<file path="src/rtl/led_pulse_pkg.sv">
// Shared definitions for the LED pulse stretcher: state encoding and width helpers.
// Optional feature macro used by the top: LED_PULSE_QUEUE_EN (pending-event queue).
package led_pulse_pkg;

    typedef logic [1:0] state_t;

    localparam state_t ST_IDLE = 2'd0;
    localparam state_t ST_ON   = 2'd1;
    localparam state_t ST_GAP  = 2'd2;

    // Phase counter width: wide enough to hold the longer of the two phase lengths.
    function automatic int f_cnt_width(input int on_cks, input int off_cks);
        int m;
        m = (on_cks > off_cks) ? on_cks : off_cks;
        return (m < 1) ? 1 : $clog2(m + 1);
    endfunction

    // Pending-count width for a saturation limit of pend_max.
    function automatic int f_pend_width(input int pend_max);
        return (pend_max < 1) ? 1 : $clog2(pend_max + 1);
    endfunction

endpackage

</file>
<file path="src/rtl/led_pulse_stretcher_rise_detect.sv">
// Rising-edge detector. The delayed copy runs every cycle with no reset, so a level that is
// already high when a surrounding reset is released does not look like a fresh edge.
module rise_detect (
    input  logic i_Clk,
    input  logic i_Sig,
    output logic o_Rise
);
    logic r_Evt_d;

    // Delay the input by one cycle, unconditionally.
    always_ff @(posedge i_Clk) begin
        r_Evt_d <= i_Sig;
    end

    assign o_Rise = i_Sig & ~r_Evt_d;
endmodule

</file>
<file path="src/rtl/led_pulse_stretcher.sv">
// LED pulse stretcher: each accepted rising edge on i_Event becomes one LED-on pulse of
// ON_CKS cycles followed by a dark gap of OFF_CKS cycles.
// Define LED_PULSE_QUEUE_EN to queue events that arrive while busy (up to PEND_MAX); without it
// such events are dropped and o_Pending is tied to zero.
module led_pulse_stretcher
    import led_pulse_pkg::*;
#(
    parameter int ON_CKS   = 250000,
    parameter int OFF_CKS  = 250000,
    parameter int PEND_MAX = 15
) (
    input  logic                          i_Clk,
    input  logic                          i_Rst,
    input  logic                          i_Event,
    output logic                          o_Led,
    output logic                          o_Busy,
    output logic [$clog2(PEND_MAX+1)-1:0] o_Pending
);
    localparam int CW = f_cnt_width(ON_CKS, OFF_CKS);
    localparam int PW = $clog2(PEND_MAX + 1);

    localparam logic [CW-1:0] ON_LAST  = CW'(ON_CKS - 1);
    localparam logic [CW-1:0] OFF_LAST = CW'(OFF_CKS - 1);

    logic          w_Rise;
    logic          w_Accept;
    state_t        r_State;
    state_t        w_State_Next;
    logic [CW-1:0] r_Cnt;
    logic          r_Led;
    logic          r_Busy;
    logic          w_Led_Next;
    logic          w_Busy_Next;
    logic          w_On_End;
    logic          w_Gap_End;
    logic          w_Pend_Nz;

    rise_detect u_rise_detect (
        .i_Clk  (i_Clk),
        .i_Sig  (i_Event),
        .o_Rise (w_Rise)
    );

    // An edge seen while reset is asserted is discarded rather than remembered.
    assign w_Accept  = w_Rise & ~i_Rst;
    assign w_On_End  = (r_State == ST_ON)  && (r_Cnt == ON_LAST);
    assign w_Gap_End = (r_State == ST_GAP) && (r_Cnt == OFF_LAST);

`ifdef LED_PULSE_QUEUE_EN
    logic [PW-1:0] r_Pend;
    logic          w_Inc;
    logic          w_Dec;

    assign w_Pend_Nz = (r_Pend != '0);
    // Every accepted event queues, except one that directly launches a blink from an empty IDLE.
    assign w_Inc = w_Accept && !((r_State == ST_IDLE) && !w_Pend_Nz);
    // A queued event is consumed whenever a blink is launched from the queue.
    assign w_Dec = w_Pend_Nz && ((r_State == ST_IDLE) || w_Gap_End);

    // Pending counter: saturating increment, decrement on launch, net zero when both coincide.
    always_ff @(posedge i_Clk) begin
        if (i_Rst) begin
            r_Pend <= '0;
        end else if (w_Inc && !w_Dec) begin
            if (r_Pend != PW'(PEND_MAX)) begin
                r_Pend <= r_Pend + 1'b1;
            end
        end else if (!w_Inc && w_Dec) begin
            r_Pend <= r_Pend - 1'b1;
        end
    end

    assign o_Pending = r_Pend;
`else
    assign w_Pend_Nz = 1'b0;
    assign o_Pending = '0;
`endif

    // Next-state decision for the IDLE -> ON -> GAP cycle.
    always_comb begin
        w_State_Next = r_State;
        case (r_State)
            ST_IDLE: begin
                if (w_Accept || w_Pend_Nz) begin
                    w_State_Next = ST_ON;
                end
            end
            ST_ON: begin
                if (w_On_End) begin
                    w_State_Next = ST_GAP;
                end
            end
            ST_GAP: begin
                if (w_Gap_End) begin
                    w_State_Next = w_Pend_Nz ? ST_ON : ST_IDLE;
                end
            end
            default: begin
                w_State_Next = ST_IDLE;
            end
        endcase
    end

    // Output decode from the upcoming state so LED and busy are registered alongside it.
    always_comb begin
        w_Led_Next  = (w_State_Next == ST_ON);
        w_Busy_Next = (w_State_Next != ST_IDLE);
    end

    // State register with registered LED and busy outputs.
    always_ff @(posedge i_Clk) begin
        if (i_Rst) begin
            r_State <= ST_IDLE;
            r_Led   <= 1'b0;
            r_Busy  <= 1'b0;
        end else begin
            r_State <= w_State_Next;
            r_Led   <= w_Led_Next;
            r_Busy  <= w_Busy_Next;
        end
    end

    // Phase counter: restarts on every state change, never runs past the terminal compare.
    always_ff @(posedge i_Clk) begin
        if (i_Rst) begin
            r_Cnt <= '0;
        end else if ((w_State_Next != r_State) || (r_State == ST_IDLE)) begin
            r_Cnt <= '0;
        end else begin
            r_Cnt <= r_Cnt + 1'b1;
        end
    end

    assign o_Led  = r_Led;
    assign o_Busy = r_Busy;
endmodule

</file>
<file path="config.mk">
export PLATFORM = sky130hd
export DESIGN_NAME = led_pulse_stretcher
export DESIGN_NICKNAME = d
export VERILOG_FILES = /design/src/rtl/led_pulse_pkg.sv /design/src/rtl/led_pulse_stretcher_rise_detect.sv /design/src/rtl/led_pulse_stretcher.sv
export SDC_FILE = /design/constraint.sdc
export NUM_CORES = 1
export LEC_CHECK = 0
export CORE_AREA = 2 2 50 52
export CTS_CLUSTER_DIAMETER = 60
export DETAILED_ROUTE_END_ITERATION = 7
export DIE_AREA = 0 0 52 54
export PLACE_DENSITY = 0.69
export RECOVER_POWER = 25
export SLEW_MARGIN = 20
export SYNTH_ARGS = -nofsm -noshare
export SYNTH_HDL_FRONTEND = slang
export SYNTH_SLANG_ARGS = --single-unit
</file>
<file path="constraint.sdc">
create_clock -name i_Clk -period 1.8 [get_ports i_Clk]
set_clock_uncertainty 0.1 [all_clocks]
set_input_delay 0.27 -clock i_Clk [delete_from_list [all_inputs] [get_ports i_Clk]]
set_output_delay 0.27 -clock i_Clk [all_outputs]
set_load 0.02 [all_outputs]
</file>
-- Word level (Yosys, flattened, before mapping)
Cells that the tools add are included.
- add/sub/neg operators: 1
- equal/unequal tests: 5
- muxes and demuxes: 4
- bitwise operators: 4
- reduce and logical (&&, ||, !) cells: 6
- operator list (cell ; count):
    adder 18 x 1 -> 18 bit, second input constant ; 1
    equality test 18 bit, second input constant ; 1
    2-to-1 mux 2 bit ; 3
    case mux 2 bit (3 select lines) ; 1
    equality test 2 x 1 -> 1 bit, second input constant ; 2
    bitwise AND 1 bit ; 2
    equality test 2 bit, second input constant ; 1
    logical AND 1 bit ; 2
    zero test 2 bit ; 1
    inequality test 2 bit ; 1
    NOT 1 bit ; 2
    nonzero test 2 bit ; 1
    OR reduction 2 bit ; 1
    logical OR 1 bit ; 1
- register bits: 23
- bits of input ports: 3
- output and inout bits: 6
- logic and storage cells: 25

-- Longest topological paths before layout
- depth after elaboration: 8
- gate-level depth with buffers: 6
- depth with buffers taken out: 5

-- Hierarchy
From an unflattened synthesis, not the netlist that was laid out.
- cells, all modules: 116
- area total of the unflattened synthesis: 1044.8 µm²
- modules (own cells, without submodules) (module ; instances ; cells each ; area an instance (µm²) ; seq. area each (µm²)):
    led_pulse_stretcher ; 1 ; 114 ; 1011.0 ; 440.4
    rise_detect ; 1 ; 2 ; 33.8 ; 20.0

-- Worst setup path before layout
OpenSTA, ideal clock, no wires.
- path kind: flip-flop to flip-flop
- from: reg r_Cnt[0]
- to: reg r_Cnt[0]
- setup time: 0.121 ns
- arrival time: 1.664 ns
- required time: 1.579 ns
- setup slack: -0.085 ns
- stages on the path, launching flop included: 7
- path buffers: 1
- period minus slack after synthesis: 1.885 ns
- cells stage by stage: dfxtp_1 ha_1 nand3_2 or4_4 o21ai_4 buf_6 nor2_1
- cells in the longest elaborated chain, start to end: 7
- elaborated cells on any way between the ends: 10
- classes of those cells: add/sub: 1; eq/ne: 2; mux: 3; reduce/logical: 4
- RTL lines (item ; RTL line ; text):
    from (decl) ; led_pulse_stretcher.sv:29 ; logic [CW-1:0] r_Cnt;
    from (signal assigned) ; led_pulse_stretcher.sv:130 ; r_Cnt <= r_Cnt + 1'b1;
    equality test 18 bit ; led_pulse_stretcher.sv:46, led_pulse_stretcher.sv:47 ;
    logical AND 1 bit, on equally long branches ; led_pulse_stretcher.sv:47, led_pulse_stretcher.sv:46 ;
    2-to-1 mux 2 bit, on equally long branches ; led_pulse_stretcher.sv:94, led_pulse_stretcher.sv:89 ;
    case mux 2 bit (3 select lines) ; led_pulse_stretcher.sv:82 ; case (r_State)
    inequality test 2 bit ; led_pulse_stretcher.sv:127 ; end else if ((w_State_Next != r_State) || (r_State == ST_IDLE)) begin
    logical OR 1 bit ; led_pulse_stretcher.sv:127 ;
    OR reduction 2 bit (no line) ; n/a ;
Parallel ways exist; a longest one is shown, timed or not.
A chain may end at the register's enable or synchronous reset.

-- Final worst setup path
- from: reg r_Cnt[0]
- to: reg r_Cnt[10]
The elaborated chain is that of the path after synthesis.

==> impl_metrics.sql <==
INSERT INTO impl_metrics (metric_group, metric, value, unit) VALUES
('layout', 'layout.filler_cells', '221', ''),
('placed_design', 'post-dp-hpwl', '1.44', 'mm'),
('yosys', 'syn_area', '1060', 'um2'),
('route', 'routedWlPerCell', '12.2', 'um'),
('route', 'detailedRoute.firstPassIterationCount', '4', ''),
('pwr', 'pwr_density_cell', '641', 'nW/um2'),
('yosys', 'synthFlopType', 'dfxtp_1', ''),
('yosys', 'yosysWarnings', '0', ''),
('cts', 'cts-buffers-inserted', '3', ''),
('cts', 'cts.sink_count', '23', ''),
('die', 'start_util', '45.5', '%'),
('die', 'floorplan.rows', '18', ''),
('setup_path', 'path_class', 'flop to flop', ''),
('timing', 'max_clock_freq', '574', 'MHz'),
('yosys', 'syn-instance-count', '114', ''),
('die', 'die_height', '54', 'um'),
('global_routing', 'grt_antenna_before_repair', '0', ''),
('layout', 'antenna-diode-count', '0', ''),
('placed_design', 'dp_slack', '40.1', 'ps'),
('setup_path', 'critPathArrivalTime', '1850', 'ps'),
('timing', 'post-route-worst-setup-slack', '57.6', 'ps'),
('setup_path', 'r2r_end', 'r_Cnt[10]$_SDFF_PP0_', ''),
('global_routing', 'grt_pass1_vias', '716', ''),
('setup_path', 'regToRegStartpoint', 'r_Cnt[0]$_SDFF_PP0_', ''),
('route', 'route.final.wire_length', '1.94', 'mm'),
('yosys', 'postSynthAreaPerCell', '9.26', 'um2'),
('setup_path', 'cp_data_required_time', '1900', 'ps'),
('route', 'ant_nets', '0', ''),
('route', 'route.detailed.vias_per_inst', '5.09', ''),
('layout', 'drive_above_1_share', '21.7', '%'),
('layout', 'most-common-layout-cells', 'nor2_1 (20), dfxtp_1 (15), xnor2_1 (11)', ''),
('die', 'fp.dieArea', '2810', 'um2'),
('timing', 'tns', '0', 'ps'),
('timing', 'hold_viol_final', '0', ''),
('setup_path', 'crit_fanout', '18', ''),
('setup_path', 'worst-r2r-cell-count', '6', ''),
('timing', 'period_minus_slack', '1740', 'ps'),
('yosys', 'synth.distinct_cells', '29', ''),
('cts', 'cts.hold.buffers_added', '0', ''),
('setup_path', 'startpoint_type', 'flop', ''),
('die', 'floorplan.die.width', '52', 'um'),
('route', 'dr.first_iter.drc_count', '16', ''),
('placed_design', 'gp_routability_congestion', '0.795', ''),
('hold_path', 'hold-path-cell-count', '1', ''),
('die', 'core_area', '2320', 'um2'),
('yosys', 'async_reset_ff_share', '0', '%'),
('timing', 'timing_max_transition_violations_final', '0', ''),
('outcome', 'status', 'completed', ''),
('pwr', 'total_leakage_power', '0.396', 'nW'),
('die', 'io_pins', '9', ''),
('cts', 'ctsHtreeMaxLevel', '1', ''),
('layout', 'most_common_cell_after_layout_fill_and_taps_aside', 'nor2_1', ''),
('layout', 'synthToLayoutAreaGrowth', '17.3', '%'),
('hold_path', 'min-delay-start', 'r_Cnt[0]$_SDFF_PP0_', ''),
('yosys', 'synth_seq_area_share', '43.6', '%'),
('hold_path', 'worst_hold_path_ep', 'r_Cnt[0]$_SDFF_PP0_', ''),
('cts', 'post_cts_resized', '0', ''),
('cts', 'clock_tree.buffer_depth', '2', ''),
('cts', 'post_cts_buffers', '0', ''),
('cts', 'cts-root-buf', 'clkbuf_4', ''),
('placed_design', 'port-buffer-count', '4', ''),
('yosys', 'synth_seq_cells', '23', ''),
('global_routing', 'grt_pass1_wl', '3.16', 'mm'),
('global_routing', 'grt_max_degree', '19', ''),
('setup_path', 'worstSetupEndpointType', 'flop', ''),
('cts', 'clkLatencyLatePin', '300', 'ps'),
('route', 'drc', '0', ''),
('global_routing', 'global_route.overflow_total', '0', ''),
('layout', 'num-nets-final', '134', ''),
('timing', 'grt_setup_unrepaired', 'no', ''),
('timing', 'timing.final.crit_share', '96.8', '%'),
('cts', 'path_clk_slew', '120', 'ps'),
('pwr', 'vdd.ir_drop.worst', '0.308', 'mV'),
('setup_path', 'r2r_slack', '60', 'ps'),
('yosys', 'synth_edf_count', '0', ''),
('global_routing', 'grt_use_total', '15.4', '%'),
('cts', 'tritoncts', 'done', ''),
('hold_path', 'min_path_type', 'flop to flop', ''),
('job', 'max_capacitance_violation_total', '0', ''),
('route', 'num_vias', '809', ''),
('timing', 'setup_viol', '0', '');
==> area by class of cell <==
type / count / area [um2] / area share [%]
inverters: 3 / 11.3 / 0.909
flip-flops and latches: 23 / 475 / 38.4
clock buffers: 4 / 26.3 / 2.12
repair buffers: 14 / 119 / 9.60
multi-input cells: 85 / 569 / 46.0
well taps: 30 / 37.5 / 3.03
==> per-layer routing <==
metal  wire [um]  share of wire [%]  GRT usage, %
met3         103                5.3          2.50
met5           0                  0             0
met1         881                 45          20.6
met2         941                 49          24.3
met4          13               0.67          7.02
==> registers in the layout, indices dropped and copies added, names as in the netlist <==
signal	flops
u_rise_detect.r_Evt_d	1
o_Led	1
r_Cnt	18
r_State	2
o_Busy	1
==> through the flow <==
step | util (%) | total power, mW | hold WS [ps] | area (um2) | std cells
3_5_place_dp | 52.1 | 0.581 | 386 | 1210 | 155
4_1_cts | 53.2 | 0.818 | 336 | 1230 | 159
3_3_place_gp | 52.1 | 0.579 | 374 | 1210 | 155
6_report | 53.4 | 0.793 | 386 | 1240 | 159
5_1_grt | 53.4 | 0.837 | 406 | 1240 | 159
2_1_floorplan | - | 0.568 | 198 | 1090 | 117
==> Yosys cell counts (2+ instances only) <==
library cell	n	area, um2
nand4_4	2	42.5
or3_1	2	12.5
xor2_1	4	35.0
nand3_1	4	20.0
nand4_1	4	25.0
nor4_1	5	31.3
nor2_1	20	75.1
nand2_1	4	15.0
buf_4	4	30.0
nand2b_1	4	25.0
a211oi_1	2	15.0
dfxtp_1	23	460
a21oi_1	3	15.0
inv_1	3	11.3
nor3_1	4	20.0
o21ai_0	2	10.0
o21bai_1	2	15.0
xnor2_1	11	96.3
==> worst max-delay path by stage <==
| stage | from | end | slack (ps) | depth (start not counted) |
|---|---|---|---|---|
| final | r_Cnt[0]$_SDFF_PP0_ | r_Cnt[10]$_SDFF_PP0_ | 60 | 6 |
| after global routing | r_Cnt[10]$_SDFF_PP0_ | r_Cnt[17]$_SDFF_PP0_ | 7 | 4 |
| after CTS | r_Cnt[6]$_SDFF_PP0_ | r_Cnt[17]$_SDFF_PP0_ | 0.2 | 4 |
| after detailed placement | r_Cnt[0]$_SDFF_PP0_ | r_State[1]$_SDFF_PP0_ | 40 | 5 |
| after global placement | r_Cnt[3]$_SDFF_PP0_ | r_Cnt[17]$_SDFF_PP0_ | 70 | 4 |
| after floorplan | r_Cnt[0]$_SDFF_PP0_ | r_Cnt[9]$_SDFF_PP0_ | 20 | 6 |
==> worst max-delay path, cell delays in order (launching register included) <==
cell,delay [ps]
dfxtp_4,410
ha_4,160
nand3_4,70
or4_4,460
o21ai_4,160
buf_6,200
nor2_1,80
==> logic make-up after synthesis <==
kind of cell               after synthesis  synth area share, %
other                                    1                0.355
DFF                                     23                 43.6
adders and majority gates                1                 1.18
and+or+nand+nor                         54                 29.4
AOI/OAI and AO/OA                       11                 7.58
buffers and inverters                    9                 5.45
xor gates and xnor gates                15                 12.4
==> power breakdown <==
group / total (mW) / switching [mW] / internal (mW)
Sequential: 0.519 / 0.00531 / 0.514
Clock: 0.231 / 0.145 / 0.0863
Combinational: 0.0434 / 0.0268 / 0.0166
No activity file was read; power rests on OpenSTA's default activity.
==> variant 1: new RTL, config.mk and constraints unchanged <==
Set the parameter `PEND_MAX` to 17 (it was 15).
--- a/src/rtl/led_pulse_stretcher.sv
+++ b/src/rtl/led_pulse_stretcher.sv
@@ -9,3 +9,3 @@
     parameter int OFF_CKS  = 250000,
-    parameter int PEND_MAX = 15
+    parameter int PEND_MAX = 17
 ) (
Interface: changed (resized o_Pending); port bits go from 9 to 10. No check against the original RTL was run, so the function may have changed too.
==> variant 1 against the original RTL <==
  * Count of clock-buffer cells in the layout unchanged
  * Utilization increased by 0.76 points
  * Area after synthesis increased by 0.71%
  * Wire length decreased by 1.3%
  * Total power increased by 0.79%
  * Sequential cell count unchanged
  * Hold slack got worse by 0.0070 ns
  * Worst setup slack improved by 0.0046 ns
  * Sequential share of layout area decreased by 0.44 points
  * Synthesized cell count increased by 0.88%
  * Cell area increased by 1.4%
  * Critical endpoint is now r_State[1]$_SDFF_PP0_
==> variant 1: results <==
setup_path:
  slowest_delay_ns: 0.46
  cp.arrival_ns: 1.89
  cpMaxStageDelayCell: "or4_4"
  cp_top_family: "simple AND/OR/NAND/NOR gates"
  path_max_fanout: 5
  reg2reg_slack_ns: 0.06
  r2r_start: "r_Cnt[0]$_SDFF_PP0_"
  r2r-end: "r_State[1]$_SDFF_PP0_"
global_route:
  grt_antenna_before_repair: 0
  grt_pass1_vias: 731
  track_usage: 0.161
  grt_pass1_wl_mm: 3.21
  grt_max_degree: 19
clocking:
  post_cts_buffers: 0
  clk_pin_slew_ns: 0.12
  cts_buffer_depth: 2
  htreeDepth: 1
  clockRootBuffer: "clkbuf_4"
  clk_latency_ns: 0.31
  cts_inserted_buffers: 3
logic_synthesis:
  synth-seq-area-share: 0.433
  yosysUniqueCellTypes: 29
  ys_top_cells_by_count: "dfxtp_1, nor2_1, xnor2_1, buf_4, nor4_1"
  synth_area_leaders: "dfxtp_1, xnor2_1, nor2_1"
  synth_xor_area_frac: 0.124
  synthFlopType: "dfxtp_1"
  postSynth.asyncResetShare: 0
  synth_cells: 115
  yosys_warnings: 0
  synth-adder-area-share: 0.0118
  synth_compound_area_frac: 0.0753
  synthMuxAreaShare: 0
placement:
  place_congestion: 0.735
  portBuffers: 4
  dpl.hpwl_mm: 1.43
  dpl_cell_area_mm2: 0.00121
  dp.cells: 156
route:
  viasPerCell: 5.13
  wl_per_cell_um: 12.0
  wirelength_mm: 1.91
  drt_pass1_iterations: 4
  drtIter0Drc: 14
finish:
  drive_above_1_share: 0.231
  largest-register: "r_Cnt"
  reg.largest.list: "r_Cnt: 18 flops, r_State: 2 flops"
  num_antenna_cells: 0
  nets: 135
power_and_ir_drop:
  irDropWorstVdd_uv: 505
  switchingPower_mw: 0.181
  p_leak_nw: 0.404
status:
  outcome: "complete, no violations"
worst_hold_path:
  hold_path_class: "reg -> reg"
  hold_path_depth: 1
  holdPathEnd: "r_Cnt[0]$_SDFF_PP0_"
  hold_start: "r_Cnt[0]$_SDFF_PP0_"
timing:
  holdWs_ns: 0.379
  finalSetupViolCount: 0
[variant 1: cell count changes after synthesis]
cell	delta
buf_4	+1
[variant 1: cells by family (layout without fill, tap and decap cells)]
group | Yosys count | after routing
compound gates | 11 | 11
fa+ha+maj | 1 | 1
xor+xnor | 15 | 15
other cells | 1 | 5
flops | 23 | 23
buf+inv | 10 | 21
simple gates | 54 | 54
[variant 1: area by class of cell]
cell class / count / area [µm²]
repair buffers: 14 / 128
clock buffers: 4 / 26.3
inverters: 3 / 11.3
fillers: 214 / 1060
well taps: 30 / 37.5
flip-flops and latches: 23 / 477
multi-input cells: 86 / 577
[variant 1: per-layer routing]
layer | up-vias | part of all wire | GRT usage
met3 | 5 | 0.043 | 0.0583
met2 | 16 | 0.49 | 0.259
met5 | - | 0 | 0
li1 | 416 | - | -
met4 | 0 | 0.018 | 0.0702
met1 | 383 | 0.45 | 0.193
[variant 1: through the flow]
stage	setup TNS (ns)	util	worst slack, ns	power, mW
after global routing	-0.00642	0.542	-0.00642	0.841
after CTS	0	0.534	0.00701	0.821
after global placement	0	0.523	0.0745	0.581
final	0	0.542	0.0622	0.800
after floorplan	0	-	0.0169	0.571
after detailed placement	0	0.523	0.0418	0.582
[variant 1: power by group through the flow]
stage                     registers [mW]  logic (mW)  clock network (mW)
after floorplan                    0.537      0.0349                   0
after global placement             0.533      0.0483                   0
after detailed placement           0.533      0.0490                   0
after CTS                          0.522      0.0493               0.250
after global routing               0.520      0.0519               0.268
final                              0.519      0.0474               0.233
[variant 1: worst reg2reg max path: stages, from the launching register on]
cell	delay, ns
dfxtp_4	0.41
ha_4	0.16
nand3_4	0.07
or4_4	0.46
or3_1	0.34
a21oi_2	0.14
[variant 1: timing repair]
item / CTS / global route
endpoints found under the setup margin: 0 / 20
resized for setup: 0 / 10
hold buffers: 0 / 0
[variant 1: worst max-delay path by stage]
stage | from | to
2_1_floorplan | r_Cnt[0]$_SDFF_PP0_ | r_Cnt[9]$_SDFF_PP0_
3_3_place_gp | r_Cnt[3]$_SDFF_PP0_ | r_Cnt[17]$_SDFF_PP0_
3_5_place_dp | r_Cnt[3]$_SDFF_PP0_ | r_Cnt[17]$_SDFF_PP0_
4_1_cts | r_Cnt[0]$_SDFF_PP0_ | r_State[1]$_SDFF_PP0_
5_1_grt | r_Cnt[0]$_SDFF_PP0_ | r_State[1]$_SDFF_PP0_
6_report | r_Cnt[0]$_SDFF_PP0_ | r_State[1]$_SDFF_PP0_
==> variant 2: new RTL, same settings <==
Without the edit above. The output `o_Busy` loses its register stage (`r_Busy` becomes a continuous assignment).
--- a/src/rtl/led_pulse_stretcher.sv
+++ b/src/rtl/led_pulse_stretcher.sv
@@ -114,3 +114,2 @@
             r_Led   <= 1'b0;
-            r_Busy  <= 1'b0;
         end else begin
@@ -118,5 +117,6 @@
             r_Led   <= w_Led_Next;
-            r_Busy  <= w_Busy_Next;
         end
     end
+
+    assign r_Busy = w_Busy_Next;
 
Check against the original RTL: not equivalent (a bounded check fails within 4 cycles, from zero or initial values and one cycle with i_Rst high).
==> variant 2 against the original RTL <==
  * The flow now finishes with violations (setup timing)
  * Cell area rose by 13%
  * Register-to-register slack got worse by 0.11 ns
  * Wire length is 5.8% higher
  * Area after synthesis shrank 3.4%
  * Cell count increased by 14%
  * Total power grew 4.2%
  * Hold slack improved by 0.021 ns
  * Non-clock buffer count up 19
  * Sequential cell count down 1
  * Count of clock-buffer cells in the layout stayed put
  * Via count rose by 17%
  * Sequential power decreased by 4.0%
  * Worst setup slack lost 0.14 ns
  * Critical path type is now reg -> out
  * Critical endpoint is now o_Busy
  * Highest routed layer unchanged
==> variant 2: results <==
timing:
  finalWorstSetupSlack_ns: -0.0839
  fin_setup_tns_ns: -0.134
  finalSetupViolCount: 2
  holdWs_ns: 0.407
setup_path:
  rr_worst_depth: 6
  cp.arrival_ns: 1.51
  cpMaxStageDelayCell: "dfxtp_2"
  reg2reg_slack_ns: -0.05
  r2r-end: "r_Cnt[16]$_SDFF_PP0_"
  path_max_fanout: 2
  slowest_delay_ns: 0.35
  r2r_start: "r_Cnt[1]$_SDFF_PP0_"
route:
  drtIter0Drc: 18
  wl_per_cell_um: 11.3
  num_vias: 945
  wl_met1_um: 925
  viasPerCell: 5.19
  drt_pass1_iterations: 4
  wl_met3_um: 59
  wl_met2_mm: 1.02
placement:
  dpl_cell_area_mm2: 0.00129
  dp.cells: 177
  place_congestion: 0.829
  dpl.hpwl_mm: 1.56
clocking:
  clk_pin_slew_ns: 0.12
  cts_resized: 15
  cts_hold_buf: 0
logic_synthesis:
  synth_xor_area_frac: 0.120
  postSynth.asyncResetShare: 0
  synth_compound_area_frac: 0.0724
  ys_top_cells_by_count: "dfxtp_1, nor2_1, xnor2_1"
  yosysUniqueCellTypes: 32
  synth_cells: 117
  synth-adder-area-share: 0.0123
  synth-seq-area-share: 0.432
  synth_area_leaders: "dfxtp_1, xnor2_1, nor2_1"
global_route:
  use_met2: 0.300
  grt_pass1_vias: 897
  met1_usage: 0.220
  grt_max_degree: 13
  grt_pass1_wl_mm: 3.73
  track_usage: 0.180
status:
  violations: "setup timing"
  outcome: "finished, violations left"
worst_hold_path:
  holdPathEnd: "r_State[0]$_SDFF_PP0_"
  hold_start: "r_State[0]$_SDFF_PP0_"
finish:
  num-fill-cells: 204
  nets: 157
  drive_above_1_share: 0.322
power_and_ir_drop:
  p_leak_nw: 0.499
  irDropWorstVdd_uv: 492
variant 2: changes by cell type in the layout (fill, tap and decap cells not counted), sizes merged, moves of 2 or more:
cell         delta
o21bai          -2
and3            +2
nor2            +2
nand2b          -2
nor3b           +2
dlygate4sd3     -2
o32ai           +2
a21oi           -2
a211oi          -2
buf            +19
variant 2: report_power, final:
| group | total (mW) | switching, mW | internal (mW) |
|---|---|---|---|
| registers | 0.498 | 0.00480 | 0.494 |
| clock network | 0.272 | 0.148 | 0.124 |
| logic | 0.0563 | 0.0312 | 0.0250 |
| total | 0.827 | 0.184 | 0.642 |
variant 2: stage by stage:
step / worst slack, ns / utilization
6_report: -0.0839 / 0.601
5_1_grt: -0.176 / 0.601
4_1_cts: -0.0889 / 0.590
3_5_place_dp: -0.312 / 0.558
3_3_place_gp: -0.298 / 0.558
2_1_floorplan: 0.00339 / -
variant 2: worst max path at each step:
stage	from	slack, ns	depth (start not counted)	to
floorplan	r_Cnt[0]$_SDFF_PP0_	0.003	5	r_Cnt[16]$_SDFF_PP0_
global placement	i_Event	-0.30	5	o_Busy
detailed placement	i_Event	-0.31	5	o_Busy
CTS	r_Cnt[6]$_SDFF_PP0_	-0.09	5	o_Busy
global route	r_Cnt[6]$_SDFF_PP0_	-0.18	5	o_Busy
finish	r_Cnt[6]$_SDFF_PP0_	-0.08	5	o_Busy
variant 2: area by class of cell:
| cell class | instances | area [µm²] | area share |
|---|---|---|---|
| inverter | 4 | 15.0 | 0.0108 |
| multi-input combinational | 89 | 602 | 0.432 |
| timing repair buffer | 33 | 259 | 0.186 |
| tap | 30 | 37.5 | 0.0269 |
| sequential | 22 | 444 | 0.319 |
| clock buffer | 4 | 36.3 | 0.0260 |
